`src/rtl/floatmul_pipe.sv`:
```
// floatmul_pipe: 3-stage pipelined floating-point multiplier with
// round-to-nearest-even and flush-to-zero for subnormal inputs and results.
// Operand A and operand B arrive on two valid/ready streams. A pair is
// consumed only when both operands are present. Results leave in order on a
// valid/ready output stream.
//
// Optional build macro: FLOATMUL_PIPE_FLAGS_EN adds the o_flags port
// {invalid, overflow, underflow, inexact}, carried through the pipeline
// alongside the payload.
//
// Ports:
//   clk        clock, all logic on posedge
//   rst        synchronous reset, active low
//   busy       any pipeline stage holds a valid entry
//   a_valid    operand A valid        a_payload  operand A {sign,exp,frac}
//   a_ready    operand A accepted     (a_valid & a_ready)
//   b_valid    operand B valid        b_payload  operand B
//   b_ready    operand B accepted
//   o_valid    result valid           o_payload  result
//   o_ready    result consumer ready
//   o_flags    exception flags (FLOATMUL_PIPE_FLAGS_EN only)
module floatmul_pipe #(
  parameter int EXP_W = 8,
  parameter int MAN_W = 23
) (
  input  logic                   clk,
  input  logic                   rst,
  output logic                   busy,
  input  logic                   a_valid,
  input  logic [EXP_W+MAN_W:0]   a_payload,
  output logic                   a_ready,
  input  logic                   b_valid,
  input  logic [EXP_W+MAN_W:0]   b_payload,
  output logic                   b_ready,
  output logic                   o_valid,
  output logic [EXP_W+MAN_W:0]   o_payload,
  input  logic                   o_ready
`ifdef FLOATMUL_PIPE_FLAGS_EN
  ,
  output logic [3:0]             o_flags
`endif
);

  localparam int W  = 1 + EXP_W + MAN_W;
  localparam int PW = 2 * (MAN_W + 1);
  localparam int XW = EXP_W + 2;
  localparam logic [XW-1:0] BIAS    = XW'((1 << (EXP_W - 1)) - 1);
  localparam logic [XW-1:0] EXP_MAX = {2'b00, {EXP_W{1'b1}}};
  localparam logic [W-1:0]  QNAN    = {1'b0, {EXP_W{1'b1}}, 1'b1, {(MAN_W-1){1'b0}}};

  // Unpack operands
  logic             sa, sb;
  logic [EXP_W-1:0] ea, eb;
  logic [MAN_W-1:0] fa, fb;
  logic             a_nan, b_nan, a_inf, b_inf, a_zero, b_zero;

  assign sa = a_payload[W-1];
  assign sb = b_payload[W-1];
  assign ea = a_payload[W-2:MAN_W];
  assign eb = b_payload[W-2:MAN_W];
  assign fa = a_payload[MAN_W-1:0];
  assign fb = b_payload[MAN_W-1:0];

  assign a_nan  = (&ea) & (|fa);
  assign b_nan  = (&eb) & (|fb);
  assign a_inf  = (&ea) & ~(|fa);
  assign b_inf  = (&eb) & ~(|fb);
  assign a_zero = ~(|ea);
  assign b_zero = ~(|eb);

  // Pipeline registers
  logic             s1_v_q, s2_v_q, s3_v_q;
  logic             s1_sign_q, s2_sign_q;
  logic [XW-1:0]    s1_exp_q, s2_exp_q;
  logic [PW-1:0]    s1_prod_q;
  logic             s1_spec_q, s2_spec_q;
  logic [W-1:0]     s1_spec_res_q, s2_spec_res_q;
  logic [MAN_W-1:0] s2_frac_q;
  logic             s2_guard_q, s2_sticky_q;
  logic [W-1:0]     s3_res_q;
`ifdef FLOATMUL_PIPE_FLAGS_EN
  logic             s1_inv_q, s2_inv_q, s1_inv_d;
  logic [3:0]       s3_flags_q, s3_flags_d;
`endif

  // Handshake: a stage may load when it is empty or its contents move on
  logic s1_free, s2_free, s3_free, accept;

  assign s3_free = ~s3_v_q | o_ready;
  assign s2_free = ~s2_v_q | s3_free;
  assign s1_free = ~s1_v_q | s2_free;
  assign accept  = a_valid & b_valid & s1_free;
  assign a_ready = b_valid & s1_free;
  assign b_ready = a_valid & s1_free;

  // S1: special-case detection and mantissa product
  logic          s1_sign_d, s1_spec_d;
  logic [W-1:0]  s1_spec_res_d;
  logic [XW-1:0] s1_exp_d;
  logic [PW-1:0] s1_prod_d;

  assign s1_sign_d = sa ^ sb;
  assign s1_exp_d  = {2'b00, ea} + {2'b00, eb} - BIAS;
  assign s1_prod_d = PW'({1'b1, fa}) * PW'({1'b1, fb});

  always_comb begin
    s1_spec_d     = 1'b1;
    s1_spec_res_d = QNAN;
`ifdef FLOATMUL_PIPE_FLAGS_EN
    s1_inv_d      = 1'b0;
`endif
    if (a_nan || b_nan || (a_inf && b_zero) || (b_inf && a_zero)) begin
`ifdef FLOATMUL_PIPE_FLAGS_EN
      s1_inv_d = 1'b1;
`endif
    end else if (a_inf || b_inf) begin
      s1_spec_res_d = {s1_sign_d, {EXP_W{1'b1}}, {MAN_W{1'b0}}};
    end else if (a_zero || b_zero) begin
      s1_spec_res_d = {s1_sign_d, {(W-1){1'b0}}};
    end else begin
      s1_spec_d = 1'b0;
    end
  end

  // S2: normalise so the leading one sits just above the fraction field;
  // the bit shifted out on a top-bit product folds into sticky.
  logic [MAN_W-1:0] s2_frac_d;
  logic             s2_guard_d, s2_sticky_d;
  logic [XW-1:0]    s2_exp_d;

  always_comb begin
    if (s1_prod_q[PW-1]) begin
      s2_frac_d   = s1_prod_q[PW-2 -: MAN_W];
      s2_guard_d  = s1_prod_q[PW-2-MAN_W];
      s2_sticky_d = |s1_prod_q[PW-3-MAN_W:0];
      s2_exp_d    = s1_exp_q + {{(XW-1){1'b0}}, 1'b1};
    end else begin
      s2_frac_d   = s1_prod_q[PW-3 -: MAN_W];
      s2_guard_d  = s1_prod_q[PW-3-MAN_W];
      s2_sticky_d = |s1_prod_q[PW-4-MAN_W:0];
      s2_exp_d    = s1_exp_q;
    end
  end

  // S3: round to nearest even, range check, pack
  logic           round_up, ovf, unf;
  logic [MAN_W:0] mant_r;
  logic [XW-1:0]  exp_f;
  logic [W-1:0]   s3_res_d;

  assign round_up = s2_guard_q & (s2_frac_q[0] | s2_sticky_q);
  assign mant_r   = {1'b0, s2_frac_q} + {{MAN_W{1'b0}}, round_up};
  // A rounding carry leaves the fraction at zero, only the exponent moves
  assign exp_f    = s2_exp_q + {{(XW-1){1'b0}}, mant_r[MAN_W]};
  assign ovf      = ~exp_f[XW-1] & (exp_f >= EXP_MAX);
  assign unf      = exp_f[XW-1] | (exp_f == '0);

  always_comb begin
    if (s2_spec_q)
      s3_res_d = s2_spec_res_q;
    else if (ovf)
      s3_res_d = {s2_sign_q, {EXP_W{1'b1}}, {MAN_W{1'b0}}};
    else if (unf)
      s3_res_d = {s2_sign_q, {(W-1){1'b0}}};
    else
      s3_res_d = {s2_sign_q, exp_f[EXP_W-1:0], mant_r[MAN_W-1:0]};
  end

`ifdef FLOATMUL_PIPE_FLAGS_EN
  always_comb begin
    if (s2_spec_q)
      s3_flags_d = {s2_inv_q, 3'b000};
    else
      s3_flags_d = {1'b0, ovf, unf, s2_guard_q | s2_sticky_q | ovf | unf};
  end
`endif

  always_ff @(posedge clk) begin
    if (!rst) begin
      s1_v_q     <= 1'b0;
      s2_v_q     <= 1'b0;
      s3_v_q     <= 1'b0;
      s3_res_q   <= '0;
`ifdef FLOATMUL_PIPE_FLAGS_EN
      s3_flags_q <= 4'b0;
`endif
    end else begin
      if (s1_free) begin
        s1_v_q <= accept;
        if (accept) begin
          s1_sign_q     <= s1_sign_d;
          s1_exp_q      <= s1_exp_d;
          s1_prod_q     <= s1_prod_d;
          s1_spec_q     <= s1_spec_d;
          s1_spec_res_q <= s1_spec_res_d;
`ifdef FLOATMUL_PIPE_FLAGS_EN
          s1_inv_q      <= s1_inv_d;
`endif
        end
      end
      if (s2_free) begin
        s2_v_q <= s1_v_q;
        if (s1_v_q) begin
          s2_sign_q     <= s1_sign_q;
          s2_exp_q      <= s2_exp_d;
          s2_frac_q     <= s2_frac_d;
          s2_guard_q    <= s2_guard_d;
          s2_sticky_q   <= s2_sticky_d;
          s2_spec_q     <= s1_spec_q;
          s2_spec_res_q <= s1_spec_res_q;
`ifdef FLOATMUL_PIPE_FLAGS_EN
          s2_inv_q      <= s1_inv_q;
`endif
        end
      end
      if (s3_free) begin
        s3_v_q <= s2_v_q;
        if (s2_v_q) begin
          s3_res_q   <= s3_res_d;
`ifdef FLOATMUL_PIPE_FLAGS_EN
          s3_flags_q <= s3_flags_d;
`endif
        end
      end
    end
  end

  assign o_valid   = s3_v_q;
  assign o_payload = s3_res_q;
  assign busy      = s1_v_q | s2_v_q | s3_v_q;
`ifdef FLOATMUL_PIPE_FLAGS_EN
  assign o_flags   = s3_flags_q;
`endif

endmodule

```
`config.mk`:
```
export PLATFORM = sky130hd
export DESIGN_NAME = floatmul_pipe
export DESIGN_NICKNAME = d
export VERILOG_FILES = /design/src/rtl/floatmul_pipe.sv
export SDC_FILE = /design/constraint.sdc
export NUM_CORES = 2
export LEC_CHECK = 0
export ABC_CLOCK_PERIOD_IN_PS = 9300
export BUFFER_PORTS_ARGS = -buffer_cell sky130_fd_sc_hd__buf_2
export CELL_PAD_IN_SITES_DETAIL_PLACEMENT = 1
export CELL_PAD_IN_SITES_GLOBAL_PLACEMENT = 1
export CORE_MARGIN = 3
export CORE_UTILIZATION = 45
export CTS_CLUSTER_DIAMETER = 40
export DETAILED_ROUTE_END_ITERATION = 6
export PLACE_DENSITY = 0.87
export SKIP_CTS_REPAIR_TIMING = 1
export SLEW_MARGIN = 20
export SYNTH_ARGS = -nofsm -noshare
export SYNTH_HDL_FRONTEND = slang
export SYNTH_SLANG_ARGS = --single-unit
export TNS_END_PERCENT = 20
```
`constraint.sdc`:
```
create_clock -name clk -period 9.3 [get_ports clk]
set_input_delay 1.86 -clock clk [delete_from_list [all_inputs] [get_ports clk]]
set_output_delay 1.86 -clock clk [all_outputs]
set_load 0.01 [all_outputs]
```
==> reports/metrics.csv <==
stage,metric,value,unit
critical_path,Worst setup EP type,flop,
drt,Post-route DRC,0,
placed_design,Inst Count DP,3338,
placed_design,post-DP HPWL,65000,µm
drt,Iter 0 DRT Violations,1267,
finish,Layout fillers,6132,
critical_path,WP data required,9.46,ns
timing,setup_tns,0,ns
drt,post-DR vias/cell,5.60,
critical_path,critical path type,in2reg,
clock_tree,H-tree levels,4,
yosys,post-synthesis xor/xnor area fraction,3.12,%
finish,Non-Filler Instances,3372,
yosys,synthesized net count,3349,
global_routing,largest net degree at the start of global routing,65,
critical_path,CP max FO,25,
critical_path,CP Launch Type,input port,
status,status,finished clean,
clock_tree,clock sink total,138,
global_routing,vias in the first global route,22100,
floorplan,Initial Util,45.7,%
drt,DR WL/cell,23.3,µm
yosys,Simple-Gate Fraction of Synth Area,16.0,%
timing,Tmin final,8.83,ns
floorplan,boundary pin count,105,
clock_tree,CTS tree,built,
finish,nets,3407,
drt,final WL,78600,µm
finish,Layout area overhead,7.82,%
floorplan,DIE AREA,0.0578,mm²
drt,antenna-violating nets left,0,
finish,"commonest non-fill, non-tap cell in the layout",inv_1,
timing,final period utilization,95.0,%
clock_tree,Root Buffer,clkbuf_16,
yosys,Netlist cell types,71,
yosys,"Cell Area, Synth",0.0247,mm²
timing,Slew headroom,40.4,%
yosys,Synth top area share,39.1,%
yosys,fraction of synthesized area in multiplexers,1.18,%
floorplan,CORE AREA,0.0541,mm²
timing,upper clock frequency limit,113,MHz
finish,fin util,49.3,%
yosys,number of flops mapped to enable cells by yosys,103,
yosys,YS warnings,0,
floorplan,Die Height,240,µm
worst_hold_path,Worst Hold Class,reg2reg,
yosys,compound-gate portion of the synthesized area,4.85,%
finish,most frequent cells in the layout,"inv_1 (583), fa_1 (483), nand2_1 (329)",
placed_design,routability cong.,0.934,
yosys,largest family of logic cells by synthesized area,adder cells,
yosys,synthesized area per cell,9.50,µm²
yosys,#FFs+latches synth,138,
clock_tree,"Clk pin slew, worst setup/hold paths",0.06,ns
global_routing,GRT Util Overall,28.1,%
floorplan,row count,85,
timing,Final WS setup,0.469,ns
clock_tree,CTS Buf Count,17,
global_routing,grt total ovfl,0,
placed_design,PortBufs,104,
clock_tree,clock latency at the later pin of the worst-skew pair,0.42,ns
drt,vias,18900,
global_routing,initial antenna violation count,3,
timing,Hold Fails Final Rpt,0,
timing,Final Skew,0.0101,ns
yosys,"FFs w/ async S/R, synth",0,%
critical_path,WP data arrival,8.99,ns
timing,final setup fails,0,
yosys,sequential share of the synthesized area,15.3,%
timing,RSZ-0062 raised after global routing,false,
finish,fraction of layout cells with a size suffix above 1,8.67,%
yosys,Main synth FF type,edfxtp_1,
yosys,largest cells by area after synthesis,"fa_1 (39%), edfxtp_1 (13%), ha_1 (9.8%)",
drt,drt pass-1 iters,6,
timing,Worst-Margin Slew,0.889,ns
yosys,Post-Synth Adder-Cell Area,48.9,%
flow_run,MaxCap Viol Count,0,
timing,Max Slew Vio Count,0,
global_routing,first-pass GRT wire length,123000,µm
floorplan,die extent in x,240,µm
placed_design,"worst slack, placed",0.212,ns
yosys,Syn Inst Count,2604,
clock_tree,Longest Clk Path Bufs,2,
yosys,"area leader, netlist",fa_1,
-- registers in the layout, summed over array words and instances, names as in the netlist --
signal         cells
s2_frac_q         23
s2_spec_q          1
s1_v_q             1
s1_prod_q         48
s1_spec_res_q      3
o_payload         32
s2_spec_res_q      3
s2_sign_q          1
s2_sticky_q        1
s2_guard_q         1
s2_exp_q          10
s1_spec_q          1
s2_v_q             1
o_valid            1
s1_exp_q          10
s1_sign_q          1
-- worst paths after layout --
check / from / endpoint / slack (ns) / depth (start not counted)
hold reg to reg: s1_spec_res_q[31]$_SDFFCE_PP0P_ / s2_spec_res_q[31]$_DFFE_PP_ / 0.42 / 0
setup reg to reg: s2_frac_q[0]$_DFFE_PP_ / o_payload[22]$_SDFFE_PN0P_ / 4.58 / 19
hold / removal: s1_spec_res_q[31]$_SDFFCE_PP0P_ / s2_spec_res_q[31]$_DFFE_PP_ / 0.42 / 0
setup / recovery: b_payload[6] / s1_prod_q[45]$_DFFE_PP_ / 0.47 / 24
-- per-layer routing --
layer | wire length [µm] | track usage (%) | up-vias
met2 | 38400 | 49.0 | 856
met3 | 5550 | 4.67 | 318
met1 | 29300 | 32.6 | 9682
met4 | 5370 | 16.5 | 4
met5 | 23 | 0 | -
li1 | - | - | 8019
-- metrics by stage --
step	area (µm²)	hold WS (ns)
detailed placement	26000	0.406
CTS	26600	0.423
floorplan	24700	0.400
global placement	26000	0.403
finish	26700	0.420
global route	26700	0.444
-- critical path: stages --
cell,delay [ns]
buf_2,0.45
nand2_1,0.27
fa_1,0.59
inv_1,0.06
fa_1,0.51
inv_1,0.06
fa_1,0.49
fa_1,0.53
inv_1,0.09
fa_1,0.57
fa_1,0.54
inv_1,0.07
fa_1,0.50
inv_1,0.05
ha_1,0.36
a21oi_1,0.20
o21ai_1,0.13
nor2_1,0.23
nand4b_1,0.23
a41o_1,0.33
a221oi_2,0.42
o21bai_2,0.14
a41oi_2,0.22
xnor2_1,0.10
-- Yosys cell counts (3+ instances only) --
cell type	instances
a211o_1	3
a211oi_1	5
a21o_1	12
a21oi_1	71
a21oi_2	4
a31oi_1	12
a41o_1	3
and2_1	246
and3_1	17
buf_1	3
clkbuf_1	102
clkinv_1	4
dfxtp_1	35
edfxtp_1	103
fa_1	483
ha_1	193
inv_1	583
mux2_2	25
nand2_1	329
nand2b_1	6
nand3_1	61
nand4_1	19
nor2_1	65
nor2b_1	9
nor3_1	10
nor4_1	17
o21a_1	7
o21ai_0	14
o21ai_1	6
o21bai_1	10
o31ai_1	4
or4_1	6
xnor2_1	58
xor2_1	30
-- cells by family after synthesis --
family	Yosys count
xor+xnor	88
compound gates	179
flops	138
mux	26
simple gates	799
fa+ha+maj	676
buf+inv	698
-- area by class of cell --
| type | count | area (µm²) | share of cell area [%] |
|---|---|---|---|
| Multi-Input combinational cell | 1768 | 18300 | 68.7 |
| Clock inverter | 9 | 110 | 0.413 |
| Tap cell | 696 | 871 | 3.27 |
| Clock buffer | 23 | 488 | 1.83 |
| Sequential cell | 138 | 3790 | 14.2 |
| Inverter | 587 | 2200 | 8.26 |
| Timing Repair Buffer | 150 | 886 | 3.32 |
| Antenna cell | 1 | 2.50 | 0.00938 |
Power is left out: the tool's default activity adds up to more than one toggle a clock period on the data nets, which glitch-free logic cannot reach.
